==> config.mk <==
export PLATFORM = sky130hd
export DESIGN_NAME = sipo_deser
export DESIGN_NICKNAME = d
export VERILOG_FILES = /design/src/rtl/sipo_deser.sv
export SDC_FILE = /design/constraint.sdc
export NUM_CORES = 1
export LEC_CHECK = 0
export CORE_UTILIZATION = 55
export CTS_BUF_LIST = sky130_fd_sc_hd__clkbuf_8
export CTS_CLUSTER_DIAMETER = 80
export DETAILED_ROUTE_END_ITERATION = 8
export PLACE_DENSITY = 0.95
export SYNTH_ARGS = -nofsm -noshare
export SYNTH_HDL_FRONTEND = slang
export SYNTH_SLANG_ARGS = --single-unit
==> constraint.sdc <==
create_clock -name clk -period 5.25 [get_ports clk]
set_clock_uncertainty 0.15 [all_clocks]
set_input_delay 1.05 -clock clk [delete_from_list [all_inputs] [get_ports clk]]
set_output_delay 1.05 -clock clk [all_outputs]
set_load 0.02 [all_outputs]
==> src/rtl/sipo_deser.sv <==
// sipo_deser: serial-in/parallel-out receiver with a one-entry valid/ready output buffer and sticky overrun.
// Define SIPO_DESER_PARITY_EN to append an even-parity bit to every frame and report it on parity_err.
module sipo_deser #(
    parameter int N  = 8,
    parameter int CW = $clog2(N + 1)
) (
    input  logic          clk,
    input  logic          reset,
    input  logic          sin,
    input  logic          sin_valid,
    input  logic          sin_sync,
    input  logic          msb_first,
    output logic [N-1:0]  dout,
    output logic          dout_valid,
    input  logic          dout_ready,
    output logic          overrun,
    input  logic          clr_ovr,
    output logic          parity_err,
    output logic [CW-1:0] bit_cnt
);
`ifdef SIPO_DESER_PARITY_EN
    localparam int LAST = N;
`else
    localparam int LAST = N - 1;
`endif
    logic [N-1:0]  sreg_q, sreg_d, dout_q, dout_d, shifted, word;
    logic [CW-1:0] cnt_q, cnt_d, cnt_eff;
    logic          order_q, order_d, ord, dv_q, dv_d, ovr_q, ovr_d, perr_q, perr_d;
    logic          done, take, word_perr;
    always_comb begin
        // A sync restarts the frame, so this very bit is treated as bit #0.
        cnt_eff   = sin_sync ? '0 : cnt_q;
        ord       = (cnt_eff == '0) ? msb_first : order_q;
        shifted   = ord ? {sreg_q[N-2:0], sin} : {sin, sreg_q[N-1:1]};
        done      = sin_valid && (cnt_eff == CW'(LAST));
        take      = !dv_q || dout_ready;
`ifdef SIPO_DESER_PARITY_EN
        word      = sreg_q;
        word_perr = ^{sreg_q, sin};
        sreg_d    = (sin_valid && !done) ? shifted : sreg_q;
`else
        word      = shifted;
        word_perr = 1'b0;
        sreg_d    = sin_valid ? shifted : sreg_q;
`endif
        order_d   = sin_valid ? ord : order_q;
        cnt_d     = done ? '0 : sin_valid ? cnt_eff + 1'b1 : cnt_eff;
        dout_d    = (done && take) ? word : dout_q;
        perr_d    = (done && take) ? word_perr : perr_q;
        dv_d      = (done && take) || (dv_q && !dout_ready);
        ovr_d     = (done && !take) || (ovr_q && !clr_ovr);
    end
    always_ff @(posedge clk or posedge reset) begin
        if (reset) begin
            sreg_q  <= '0;
            cnt_q   <= '0;
            order_q <= 1'b0;
            dout_q  <= '0;
            dv_q    <= 1'b0;
            ovr_q   <= 1'b0;
            perr_q  <= 1'b0;
        end else begin
            sreg_q  <= sreg_d;
            cnt_q   <= cnt_d;
            order_q <= order_d;
            dout_q  <= dout_d;
            dv_q    <= dv_d;
            ovr_q   <= ovr_d;
            perr_q  <= perr_d;
        end
    end
    assign dout       = dout_q;
    assign dout_valid = dv_q;
    assign overrun    = ovr_q;
    assign parity_err = perr_q;
    assign bit_cnt    = cnt_q;
endmodule
# ---- Word-level counts from Yosys, hierarchy flattened
# Index checks and enable logic that the tools add are counted.
# W data, S select, Z words.
dict set report totals {
  ff_bits 23
  inputBits 8
  out_inout_bits 15
  elab_cells 26
}
dict set report op_classes {
  add_sub_neg 1
  n_eq_ne 1
  muxes 5
  n_reduce_logical 13
}
# cell n
set op_table {}
lappend op_table {{$mux W4} 3}
lappend op_table {{$mux W8} 1}
lappend op_table {{$logic_and A1 B1 Y1} 5}
lappend op_table {{$add A4 B1 Y4 const B} 1}
lappend op_table {{$eq A4 B3 Y1 const B} 1}
lappend op_table {{$logic_not A1 Y1} 4}
lappend op_table {{$logic_not A4 Y1} 1}
lappend op_table {{$logic_or A1 B1 Y1} 3}
lappend op_table {{$mux W1} 1}

# ---- Logic depth before layout (Yosys ltp)
# Gate-level depths: netlist (run 1).
dict set report depth {
  word_depth 5
  ltp_mapped 9
  ltp_nobuf 7
}

# ---- Least setup slack after synthesis (run 1)
# Ideal clock, no wire load.
dict set report synth_path {
  kind {input -> register}
  startpoint {input sin_sync}
  endpoint {register sreg_q[0]}
  setup_time_ps 137
  arrival_time_ps 2244
  required_ps 4963
  setup_slack_ps 2719
  stages 7
  path_buffers 1
  path_cell_list {nand2b_1 > ha_1 > or3b_1 > a32o_1 > buf_6 > mux2i_1 > a21oi_1}
}
dict set report synth_between {
  elab_chain_cells 4
}
# element line_no
set synth_rtl {}
lappend synth_rtl {{from (decl)} 11} ;# input logic sin_sync,
lappend synth_rtl {{$mux W4} 32} ;# cnt_eff = sin_sync ? '0 : cnt_q;
lappend synth_rtl {{$logic_not A4 Y1} 33} ;# ord = (cnt_eff == '0) ? msb_first : order_q;
lappend synth_rtl {{$mux W1} 33}
lappend synth_rtl {{$mux W8} 34} ;# shifted = ord ? {sreg_q[N-2:0], sin} : {sin, sreg_q[N-1:1]};
lappend synth_rtl {{to (signal assigned)} 63} ;# sreg_q <= sreg_d;
lappend synth_rtl {{to (decl)} 26} ;# logic [N-1:0] sreg_q, sreg_d, dout_q, dout_d, shifted, word;
# Every way passes these cells.
# A chain may end at the register's enable or synchronous reset.

# ---- Final worst setup path (run 1)
dict set report layout_path {
  startpoint {input sin_sync}
  endpoint {register sreg_q[1]}
}
# The elaborated chain is that of the path after synthesis.

==> results.cfg, run 1 <==
[route]
route.detailed.drc = 0
detail-route-antenna-nets = 0
vias = 782
drt_iter0_drc = 15
routed_wl_mm = 1.94
avgViaCountPerCell = 5.32
drt_pass1_iterations = 4
wire_per_inst_um = 13.2

[clock_network]
cts_made_buffers = 3
cts-root-buf = clkbuf_8
cts-htree-levels = 1
cts_tree = built
cts.reportedPaths.clkPinSlew_ns = 0.08
cts_buffer_depth = 2
ctsResizeCount = 0
cts_num_sinks = 23
hold_buffers = 0
worst_skew_pair.late_latency_ns = 0.26
postCtsSetupBuffers = 0

[final_layout]
layout.nets = 133
fin_area_um2 = 1300
layout_common_cells = dfrtp_1 (23), clkdlybuf4s50_1 (21), nor2_1 (20)
num_antenna_cells = 0
mostFrequentLayoutCell = dfrtp_1
area_growth_pct = 23.3
drive_above_1_share_pct = 3.28

[global_route]
grt_pass1_vias = 718
antenna_found_initial = 0
grt_pass1_wl_mm = 3.07
grt_max_degree = 26
grtUsageTotal_pct = 21.2
overflow = 0

[timing]
fin_tns_setup_ns = 0
rsz0062_at_grt = false
fmax_ghz = 0.311
period_needed_ns = 3.22
drv_slew = 0
slew_headroom_pct = 43.5
final.period_utilization_pct = 61.3
setup_slack_ns = 2.03
hold_viol = 0
setup_viol = 0
worstMarginPinSlew_ns = 0.847

[worst_setup_path]
reg2reg_slack_ns = 2.99
start_kind = primary input
crit_arrival_ns = 3.18
required_ns = 5.21
crit_end = sreg_q[1]$_DFFE_PP0P_
cp_max_fo = 9
cp-end-kind = register
critPathLaunch = sin_sync
r2r_start = bit_cnt[1]$_DFF_PP0_
ff2ff_path_depth = 7
critPathKind = in -> reg
r2r_end = sreg_q[1]$_DFFE_PP0P_

[worst_hold_path]
hold_path_class = reg -> reg

[floorplan]
die-height_um = 45.7
fp.dieArea_um2 = 2090
ios = 23
start_util_pct = 59.6
core_area_um2 = 1760
rows = 15
die_width_um = 45.7

[place]
gp_congestion = 0.790
place_area_um2 = 1250
dp_hpwl_mm = 1.33
place_ws_ns = 1.76
place.port_buffers = 21

[logic_synthesis]
synth-seq-area-share_pct = 54.8
synth_cell_types = 26
yosysWarningCount = 0
yosysTopAreaCell = dfrtp_1
syn_avg_cell_area_um2 = 10.1
synth.area.top_cells = dfrtp_1 (55%), a21oi_1 (8.6%), mux2i_1 (7.6%)
syn-num-nets = 114
synth.cell_area_um2 = 1050
netlist_instances = 104
yosysTopAreaCellShare_pct = 54.8
ys_ff_latch = 23

[run]
maxCapViolations = 0

[power_and_ir_drop]
power_uw = 411
powerDensity_nw_per_um2 = 317
ir_worst_vdd_uv = 237
p_leak_uw = 0.000587

[run_status]
status = complete, no violations
[metrics by stage]
step / hold WS (ns) / cells / util [%]
after CTS: 0.379 / 147 / 73.5
after floorplan: 0.324 / 104 / -
final: 0.375 / 147 / 73.5
after global routing: 0.398 / 147 / 73.5
after global placement: 0.342 / 143 / 70.9
after detailed placement: 0.356 / 143 / 70.9
[routing by layer]
layer | GRT usage (%) | vias up | share of wire, %
met2 | 36.6 | 25 | 50
met5 | 0 | - | 0
met1 | 26.2 | 367 | 44
li1 | - | 386 | -
met4 | 8.82 | 0 | 1.2
met3 | 3.57 | 4 | 4.5
[cell usage after synthesis]
master and count:
dfrtp_1 23, nor2_1 20, a21oi_1 18, mux2i_1 8, inv_1 4, nand2_1 3, and3_1 2, buf_2 2
clkbuf_1 2, ha_1 2, nand2b_1 2, nand4_1 2, nor2b_1 2, xnor2_1 2, a21boi_0 1, a32o_1 1
and4_1 1, buf_4 1, buf_6 1, clkbuf_2 1, conb_1 1, mux2_2 1, o21bai_1 1, o22ai_1 1
or3_1 1, or3b_1 1
[power by group]
part / leakage [uW] / total [uW] / switching, uW / internal [uW]
Sequential: 0.000286 / 223 / 21.0 / 202
Combinational: 0.000275 / 84.2 / 45.4 / 38.7
Clock: 0.0000269 / 104 / 52.2 / 52.1
Total: 0.000587 / 411 / 119 / 293
[cell type report]
type / instances / area (um^2)
Clock inverter: 1 / 3.75
Timing Repair Buffer: 21 / 210
Tap cell: 25 / 31.3
Sequential cell: 23 / 576
Inverter: 4 / 15.0
Multi-Input combinational cell: 70 / 419
Fill cell: 138 / 468
Clock buffer: 3 / 41.3
[worst min path at each step]
stage	from	to	cells after the start
final	dout_valid$_DFF_PP0_	dout_valid$_DFF_PP0_	2
after global routing	order_q$_DFFE_PP0P_	order_q$_DFFE_PP0P_	1
after CTS	dout_valid$_DFF_PP0_	dout_valid$_DFF_PP0_	2
after detailed placement	dout_valid$_DFF_PP0_	dout_valid$_DFF_PP0_	2
after global placement	order_q$_DFFE_PP0P_	order_q$_DFFE_PP0P_	1
after floorplan	order_q$_DFFE_PP0P_	order_q$_DFFE_PP0P_	1
[kinds of logic (layout without fill, tap and decap cells)]
logic type	after synthesis	count (layout)	share of synthesized area (%)
AOI/OAI and AO/OA	22	22	11.5
adders and majority gates	2	2	2.38
muxes	9	9	8.69
and+or+nand+nor	34	34	15.2
DFF	23	23	54.8
other	1	1	0.357
buffers and inverters	11	29	5.36
xor gates and xnor gates	2	2	1.67
[flip-flops by register name, summed over array words and instances (netlist names)]
register / flops
bit_cnt: 4
dout: 8
dout_valid: 1
order_q: 1
overrun: 1
sreg_q: 8
[worst max-delay path, stage by stage]
cell	delay, ns
clkdlybuf4s50_1	0.51
nor2b_1	0.20
inv_1	0.08
ha_1	0.22
a21boi_0	0.21
a32o_1	0.47
mux2i_1	0.33
a21oi_1	0.10
Note: power is estimated with default switching activity, not from simulation.
==> run 2: changes to the inputs <==
CORE_UTILIZATION = 51   (was 55)
PLACE_DENSITY = 0.91   (was 0.95)
clock period = 3.2 ns   (was 5.25 ns; I/O delays follow)
==> run 2 against run 1 <==
Net effect: register-to-register slack got worse by 2.0 ns; power rose by 64%; setup slack worse by 1.6 ns; worst hold slack about the same; sequential power rose by 62%; clock-buffer cell count unchanged; first-iteration DRC count down 33%; die area increased by 7.5%; core utilization fell by 6.2 points.
==> results.cfg, run 2 (same netlist as run 1, synthesis figures left out) <==
[worst_hold_path]
hold_path_class = reg -> reg
worstHoldStart = dout_valid$_DFF_PP0_
min_to = dout_valid$_DFF_PP0_
hold_depth = 2

[final_layout]
area_growth_pct = 24.3
mostFrequentLayoutCell = dfrtp_1
layout_common_cells = dfrtp_1 (23), clkdlybuf4s50_1 (21), nor2_1 (20)
num_antenna_cells = 0
layout.nets = 134
drive_above_1_share_pct = 4.07
fin_area_um2 = 1310
instances_no_fill = 150

[power_and_ir_drop]
powerDensity_nw_per_um2 = 515
p_leak_uw = 0.000592
power_uw = 673
ir_worst_vdd_uv = 320

[worst_setup_path]
crit_arrival_ns = 2.73
required_ns = 3.18
start_kind = primary input
cp-end-kind = register
cp_max_fo = 9
r2r_end = dout[5]$_DFFE_PP0P_
reg2reg_slack_ns = 0.97
ff2ff_path_depth = 7
critPathKind = in -> reg
r2r_start = bit_cnt[1]$_DFF_PP0_

[clock_network]
cts_tree = built
cts_num_sinks = 23
worst_skew_pair.late_latency_ns = 0.26
cts-htree-levels = 1
hold_buffers = 0
cts_made_buffers = 3
ctsResizeCount = 0
cts-root-buf = clkbuf_8
cts_buffer_depth = 2
cts.reportedPaths.clkPinSlew_ns = 0.07
postCtsSetupBuffers = 0

[place]
place_inst = 146
place_area_um2 = 1260
place.port_buffers = 21
gp_congestion = 0.855
dp_hpwl_mm = 1.50

[route]
route.detailed.drc = 0
wire_per_inst_um = 13.7
vias = 795
wl_met1_um = 882
dr_wl_met2_mm = 1.03
wl_met3_um = 111
top_layer_used = met4
drt_iter0_drc = 10
detail-route-antenna-nets = 0
routed_wl_mm = 2.05
avgViaCountPerCell = 5.30
drt_pass1_iterations = 4

[timing]
slew_headroom_pct = 44.6
period_needed_ns = 2.76
final.period_utilization_pct = 86.1
fmax_ghz = 0.363
rsz0062_at_grt = false
drv_slew = 0
fin_tns_setup_ns = 0
hold_slack_ns = 0.375
setup_viol = 0
hold_viol = 0
worstMarginPinSlew_ns = 0.830

[global_route]
overflow = 0
grt_pass1_wl_mm = 3.14
grt_max_degree = 24
grt_pass1_vias = 736
grtUsageTotal_pct = 20.4
antenna_found_initial = 0

[run_status]
status = complete, no violations

[floorplan]
die_width_um = 47.4
rows = 16
ios = 23
die-height_um = 47.4
start_util_pct = 54.1
core_area_um2 = 1940
fp.dieArea_um2 = 2250

[run]
maxCapViolations = 0
-- run 2: cell count changes in the layout (fill, tap and decap cells not counted) --
cell   previous run  this run
buf_4             0         1
-- run 2: worst max path at each step --
stage                     cells past startpoint  startpoint               endpoint
after global routing                          8    sin_sync    dout[7]$_DFFE_PP0P_
after detailed placement                      8    sin_sync    dout[3]$_DFFE_PP0P_
after floorplan                               7    sin_sync  sreg_q[0]$_DFFE_PP0P_
after CTS                                     8    sin_sync    dout[5]$_DFFE_PP0P_
final                                         8    sin_sync    dout[5]$_DFFE_PP0P_
after global placement                        8    sin_sync    dout[1]$_DFFE_PP0P_
-- run 2: where the power goes --
part	total [uW]	internal (uW)	switching [uW]	leakage, uW
combinational	141	64.5	76.1	0.000279
clock	170	85.5	84.5	0.0000269
sequential	362	331	30.9	0.000286
total	673	481	191	0.000592
-- run 2: stage by stage --
stage | utilization, % | worst slack [ns]
after detailed placement | 64.9 | 0.169
after global placement | 64.9 | 0.291
final | 67.3 | 0.445
after floorplan | - | 1.08
after global routing | 67.3 | 0.237
after CTS | 67.3 | 0.444
-- run 2: cell type report --
type	count	area [um^2]
fillers	174	636
flip-flops and latches	23	576
multi-input cells	70	419
repair buffers	22	218
clock buffers	3	41.3
well taps	27	33.8
inverters	4	15.0
clock inverters	1	3.75
-- run 2: critical path, cell delays in order --
cell and delay, ns:
clkdlybuf4s50_1 0.50, nor2b_1 0.21, inv_1 0.08, ha_1 0.23, a21boi_0 0.17, a32o_1 0.45, mux2i_1 0.34, a21oi_1 0.10
-- run 2: per-layer routing --
metal,global-route usage (%),vias up
li1,-,387
met1,25.3,377
met2,34.5,27
met3,3.85,4
met4,8.57,0
met5,0,-
